[src/rtl/rot_req_arbiter.sv]
// Two-port round-robin arbiter that owns an 8-bit rotate-left register: accepts one
// {data, amt} command at a time, rotates it by amt one bit per cycle, returns the result.
module rot_req_arbiter #(
    parameter int unsigned WIDTH = 8,
    parameter int unsigned AMT_W = 3
) (
    input  logic             clk,
    input  logic             rstn,
    input  logic             req0_valid,
    output logic             req0_ready,
    input  logic [WIDTH-1:0] req0_data,
    input  logic [AMT_W-1:0] req0_amt,
    input  logic             req1_valid,
    output logic             req1_ready,
    input  logic [WIDTH-1:0] req1_data,
    input  logic [AMT_W-1:0] req1_amt,
    output logic             rsp_valid,
    input  logic             rsp_ready,
    output logic [WIDTH-1:0] rsp_data,
    output logic             rsp_id,
    output logic             busy
);

    typedef enum logic [1:0] {StIdle, StShift, StResp} state_e;

    state_e           state_q, state_d;
    logic [WIDTH-1:0] reg_q, reg_d;
    logic [AMT_W-1:0] cnt_q, cnt_d;
    logic             prio_q, prio_d;
    logic             id_q, id_d;

    logic             grant0, grant1;
    logic             sel;
    logic [WIDTH-1:0] data_sel;
    logic [AMT_W-1:0] amt_sel;

    // A lone valid wins outright; a tie goes to the favoured requester.
    assign grant0 = req0_valid & (~req1_valid | ~prio_q);
    assign grant1 = req1_valid & (~req0_valid | prio_q);

    // Gated by rstn so nothing can be accepted while reset is held.
    assign req0_ready = rstn & (state_q == StIdle) & grant0;
    assign req1_ready = rstn & (state_q == StIdle) & grant1;

    assign sel      = req1_ready;
    assign data_sel = sel ? req1_data : req0_data;
    assign amt_sel  = sel ? req1_amt : req0_amt;

    always_comb begin
        state_d = state_q;
        reg_d   = reg_q;
        cnt_d   = cnt_q;
        prio_d  = prio_q;
        id_d    = id_q;
        unique case (state_q)
            StIdle: begin
                if (req0_ready | req1_ready) begin
                    reg_d   = data_sel;
                    cnt_d   = amt_sel;
                    id_d    = sel;
                    prio_d  = ~sel;
                    state_d = (amt_sel != '0) ? StShift : StResp;
                end
            end
            StShift: begin
                reg_d = {reg_q[WIDTH-2:0], reg_q[WIDTH-1]};
                cnt_d = cnt_q - AMT_W'(1);
                if (cnt_q == AMT_W'(1)) begin
                    state_d = StResp;
                end
            end
            StResp: begin
                if (rsp_ready) begin
                    state_d = StIdle;
                end
            end
            default: state_d = StIdle;
        endcase
    end

    always_ff @(posedge clk) begin
        if (!rstn) begin
            state_q <= StIdle;
            reg_q   <= '0;
            cnt_q   <= '0;
            prio_q  <= 1'b0;
            id_q    <= 1'b0;
        end else begin
            state_q <= state_d;
            reg_q   <= reg_d;
            cnt_q   <= cnt_d;
            prio_q  <= prio_d;
            id_q    <= id_d;
        end
    end

    // reg_q only moves on accept or in SHIFT, so the result is stable throughout RESP.
    assign rsp_valid = (state_q == StResp);
    assign rsp_data  = reg_q;
    assign rsp_id    = id_q;
    assign busy      = (state_q != StIdle);

endmodule

[config.mk]
export PLATFORM = sky130hd
export DESIGN_NAME = rot_req_arbiter
export DESIGN_NICKNAME = d
export VERILOG_FILES = /design/src/rtl/rot_req_arbiter.sv
export SDC_FILE = /design/constraint.sdc
export NUM_CORES = 1
export LEC_CHECK = 0
export ABC_AREA = 1
export CAP_MARGIN = 15
export CORE_MARGIN = 3
export CORE_UTILIZATION = 25
export CTS_CLUSTER_SIZE = 28
export DETAILED_ROUTE_END_ITERATION = 10
export DONT_BUFFER_PORTS = 1
export GPL_ROUTABILITY_DRIVEN = 1
export PLACE_DENSITY_LB_ADDON = 0.2
export SLEW_MARGIN = 20
export SYNTH_ARGS = -nofsm -noshare
export SYNTH_HDL_FRONTEND = slang
export SYNTH_SLANG_ARGS = --single-unit
[constraint.sdc]
create_clock -name clk -period 2 [get_ports clk]
set_clock_uncertainty 0.05 [all_clocks]
set_input_delay 0.2 -clock clk [delete_from_list [all_inputs] [get_ports clk]]
set_output_delay 0.2 -clock clk [all_outputs]
set_load 0.01 [all_outputs]
# Word-level counts from Yosys, hierarchy flattened

Cells that the tools add are included.

Input bits: 27
Register bits after elaboration: 15
Output and inout bits: 13

Reductions and logical operators: 7
Equal/unequal tests: 6
Bitwise gates (word level): 12
Mux-type cells: 11
Add/subtract/negate cells: 1

Operators with widths:

| kind                                                   | number |
|---|---|
| two-way mux 8 bit                                      | 2 |
| one-hot mux 8 bit (2 select lines)                     | 1 |
| two-way mux 2 bit                                      | 4 |
| two-way mux 3 bit                                      | 2 |
| one-hot mux 2 bit (3 select lines)                     | 1 |
| one-hot mux 3 bit (2 select lines)                     | 1 |
| AND 1 bit                                              | 5 |
| inequality test 2 x 1 -> 1 bit (second input constant) | 2 |
| NOT 1 bit                                              | 4 |
| AND reduction 2 bit                                    | 2 |
| nonzero test 2 bit                                     | 2 |
| equality test 3 x 1 -> 1 bit (second input constant)   | 1 |
| bitwise OR 1 bit                                       | 3 |
| AND reduction 3 bit                                    | 1 |
| nonzero test 3 bit                                     | 1 |
| subtractor 3 x 1 -> 3 bit (second input constant)      | 1 |
| equality test 2 x 1 -> 1 bit (second input constant)   | 1 |
| equality test 2 bit (second input constant)            | 1 |
| logical NOT 2 bit                                      | 1 |
| inequality test 2 bit (second input constant)          | 1 |

# Depth between registers and ports, before layout

Depth after elaboration: 9
Depth in mapped cells: 10

# Least setup slack after synthesis

No wires, ideal clock.

Kind: register to register
Start: register state_q[0]
End: register reg_q[0] (netlist: rsp_data[0])
Path slack: 660 ps
Path buffers: 1
Data arrival time: 1,180 ps
Cell stages (with the launch flop): 10
Path through: dfxtp_1 > inv_2 > nand2_2 > nor2_8 > nand2_4 > buf_4 > o211ai_1 > nand3_1 > nand2_1 > inv_1

Word-level cells in the longest chain between the ends: 6
Elaborated cells between the ends (all ways): 12
Those cells by class: eq/ne: 2; mux: 3; bitwise: 4; reduce/logical: 3

Ends and longest elaborated chain:

| what                                                                             | line       | source |
|---|---|---|
| from (decl)                                                                      | 26         | `state_e state_q, state_d;` |
| from (signal assigned)                                                           | 83         | `state_q <= StIdle;` |
| from (signal assigned)                                                           | 89         | `state_q <= state_d;` |
| logical NOT 2 bit                                                                | 42, 43, 55 |  |
| AND 1 bit                                                                        | 42, 43     |  |
| AND 1 bit, on equally long branches                                              | 43, 42     |  |
| two-way mux 8 bit / bitwise OR 1 bit (equally long branches)                     | 46, 57     |  |
| two-way mux 8 bit / inequality test 2 x 1 -> 1 bit (equally long branches)       | -          |  |
| one-hot mux 8 bit (2 select lines) / AND reduction 2 bit (equally long branches) | -          |  |
| to (signal assigned)                                                             | 90         | `reg_q <= reg_d;` |
| to (decl)                                                                        | 27         | `logic [WIDTH-1:0] reg_q, reg_d;` |

Parallel ways exist; a longest one is shown, timed or not. The select of a mux whose other input is x is not followed.
A chain may end at the register's enable or synchronous reset.

# Worst setup path after layout

Start: register state_q[1]
End: register reg_q[0] (netlist: rsp_data[0])

The elaborated chain is that of the path after synthesis.

==> key figures <==
Outcome
  • Outcome: completed

Global route
  • Initial antenna violation count: 0
  • Vias in the first global route: 910
  • First-pass GRT wire length: 4260 microns
  • Total grt overflow: 0
  • GRT Total Usage: 10.8%
  • Largest net degree at the start of global routing: 22

Critical path
  • Crit path max-delay cell type: dfxtp_1
  • Arrival @ worst endpoint: 1.83 ns
  • Worst endpoint required time: 2.16 ns
  • Worst reg-to-reg setup slack: 0.33 ns
  • Reg-to-reg endpoint: rsp_data[0]$_SDFFE_PN0P_
  • CP max stage delay: ~0.41 ns
  • Element type at the critical path end: register
  • Reg2reg start: state_q[1]$_SDFFE_PN0P_
  • Max FO, Critical Path: 21
  • Critical path launch point type: register
  • Class of the most critical setup path: register to register
  • Worst r2r path cells: 10
  • CP cell instances: inv_2, nand2_2, nor2_8, nand2_4, nand2_4, nor2_4, nand2_1, nand3_1, nand2_1, inv_1

Timing
  • RSZ-0062 raised after global routing: false
  • Setup_tns: 0 ns
  • Fin worst setup slack: 0.333 ns
  • Period utilisation layout: a little over four fifths
  • Rel. slew slack: 74.0%
  • Final hold vios: 0
  • Final setup violation count: 0
  • Fmax: 600 MHz
  • Final Max Slew Viols: 0
  • Min Tclk post-route: around 1.7 ns
  • Worst slew pin tran: 0.389 ns

Logic synthesis
  • Post-synthesis sequential area ratio: 30.1%
  • Yosys reg bits: 15
  • Synth cell types: 28
  • Post-synthesis average cell area: 6.53 sq um
  • Largest family of logic cells by synthesized area: simple AND/OR/NAND/NOR gates
  • Yosys warns: 0
  • Syn Nets: 182
  • Synth Area in Simple Gates: 37.5%
  • Post-synthesis cell count: around 150
  • Post-synthesis adder-cell area fraction: about 2.5%
  • Syn Std Cell Area: 998 sq um
  • Mux contribution to synthesized area: 0%
  • Synth Area in Compound Gates: 12.4%
  • Synth Area in XOR/XNOR: less than 1%

Die
  • Initial Utilization: 26.7%
  • Core Area: 0.00374 sq mm
  • Die area: 0.00479 sq mm
  • Overall die height: 69.2 microns
  • Die X-Extent: slightly below 70 microns
  • I/O pins: 40
  • Row cnt: 22

Layout
  • Area grow syn2layout: 9.27%
  • Final #Nets: roughly 190
  • Commonest non-fill, non-tap cell in the layout: nand2_1
  • Commonest non-fill, non-tap cells in the layout: nand2_1 (49), inv_1 (28), dfxtp_1 (15)
  • Share of cells above drive strength 1: 14.2%
  • Filler instances: 461
  • # diodes: 0
  • Layout Cells excl Fill: 203

Placement
  • Routability cong.: 0.804
  • Detailed placement HPWL: ~2000 microns
  • Place WS: 0.357 ns
  • Cell count after placement: 198
  • Port Buf Inserts: 0

Route
  • Wire per inst: ~13 microns
  • Iter 0 DRT Violations: 27
  • DR pass1 iterations: 4
  • Post-DRT Antenna Nets: 0
  • Vias: 925
  • WL final: about 2600 microns
  • DR DRC count: 0
  • Vias per inst: 4.56

Power and ir drop
  • Static Leak: between 0.0006 and 0.0007 uW
  • Max IR drop VDD: 0.000166 V
  • Power Density: around 860 mW/mm^2

CTS
  • Num CTS Buffers: 3
  • CTS tree: done
  • Clock sinks: 15
  • Worst-path clk slew: 0.07 ns
  • H-Tree Depth: 1
  • Worst-skew pair later-pin latency: 0.26 ns
  • Number of gates resized after cts: 0
  • CTS root buf: clkbuf_8
  • CTS max path bufs: 2

Min path
  • Hold Path End: cnt_q[0]$_SDFFE_PN0P_
  • Hold Path Cell Cnt: 2
  • Hold path start: rstn
  • Hold WC Path Type: input port to register

Run
  • Max_cap viols: 0
kinds of logic after synthesis:
group                      after synthesis
DFF                                     15
AOI/OAI and AO/OA                       18
and+or+nand+nor                         78
xor gates and xnor gates                 1
adders and majority gates                2
buffers and inverters                   39
where the power goes:
part,internal (uW),switching [uW]
combinational,101,187
clock,138,125
sequential,343,46.7
synthesized netlist by cell type:
cell	instances	area share, %
nor2_1	6	2.3
nand4_1	1	0.63
inv_2	5	1.9
ha_1	2	2.5
a211oi_2	1	1.3
nand2_4	3	3.4
xor2_1	1	0.88
buf_6	2	2.3
buf_2	1	0.50
inv_1	28	11
nand3_2	1	1.0
nor2_4	1	1.1
o21ai_0	2	1.0
o21ai_1	2	1.0
a21oi_2	1	0.88
nand2_1	49	18
nor2_8	1	2.0
nand3_1	11	5.5
buf_4	1	0.75
clkbuf_1	1	0.38
clkinv_1	1	0.38
o31ai_1	1	0.75
o211ai_1	8	6.0
nand2_2	3	1.9
nand3b_1	1	0.75
nor3_1	1	0.50
dfxtp_1	15	30
a21oi_1	3	1.5
repair_timing:
| item | CTS | global route |
|---|---|---|
| buffers inserted | 0 | 0 |
| hold buffers | 1 | 0 |
| endpoints found under the hold margin | 9 | 0 |
| endpoints found under the setup margin | 0 | 0 |
through the flow:
| step | instance area [sq um] | util [%] | total power (uW) | hold WS, ns |
|---|---|---|---|---|
| floorplan | 998 | - | 636 | 0.284 |
| global placement | 1030 | 27.6 | 682 | 0.254 |
| detailed placement | 1030 | 27.6 | 684 | 0.256 |
| CTS | 1090 | 29.1 | 953 | 0.00213 |
| global route | 1090 | 29.1 | 1010 | 0.0286 |
| finish | 1090 | 29.1 | 943 | 0.00454 |
critical path, delay by kind of cell, from the launching register on:
kind / cells / cell delay [ns]
buffers and inverters: 2 / 0.12
DFF: 1 / 0.41
and+or+nand+nor: 8 / 1.04
final cells by class:
| class | instances | area, sq um | area share [%] |
|---|---|---|---|
| multi-input combinational | 99 | 532 | 48.7 |
| inverter | 34 | 128 | 11.7 |
| clock inverter | 1 | 5.00 | 0.459 |
| clock buffer | 3 | 41.3 | 3.78 |
| timing repair buffer | 3 | 25.0 | 2.29 |
| tap | 48 | 60.1 | 5.50 |
| sequential | 15 | 300 | 27.5 |
sequential cells by signal, indices dropped and copies added, names as in the netlist:
| register | count |
|---|---|
| rsp_id | 1 |
| state_q | 2 |
| cnt_q | 3 |
| rsp_data | 8 |
| prio_q | 1 |
worst max path at each step:
stage                               endpoint                     from  slack [ns]
global placement    rsp_data[2]$_SDFFE_PN0P_  state_q[1]$_SDFFE_PN0P_        0.40
finish              rsp_data[0]$_SDFFE_PN0P_  state_q[1]$_SDFFE_PN0P_        0.33
floorplan           rsp_data[0]$_SDFFE_PN0P_  state_q[0]$_SDFFE_PN0P_        0.66
detailed placement  rsp_data[0]$_SDFFE_PN0P_  state_q[1]$_SDFFE_PN0P_        0.36
global route        rsp_data[0]$_SDFFE_PN0P_  state_q[1]$_SDFFE_PN0P_        0.15
CTS                 rsp_data[0]$_SDFFE_PN0P_  state_q[1]$_SDFFE_PN0P_        0.32
layer usage:
metal  GRT usage, %  wire, microns  share of wire [%]
met5              0              0                  0
met4           5.21             63                2.5
met3           3.62            186                7.3
met2           17.9           1200                 47
met1           12.4           1110                 43
(Power assumes the default switching activity.)
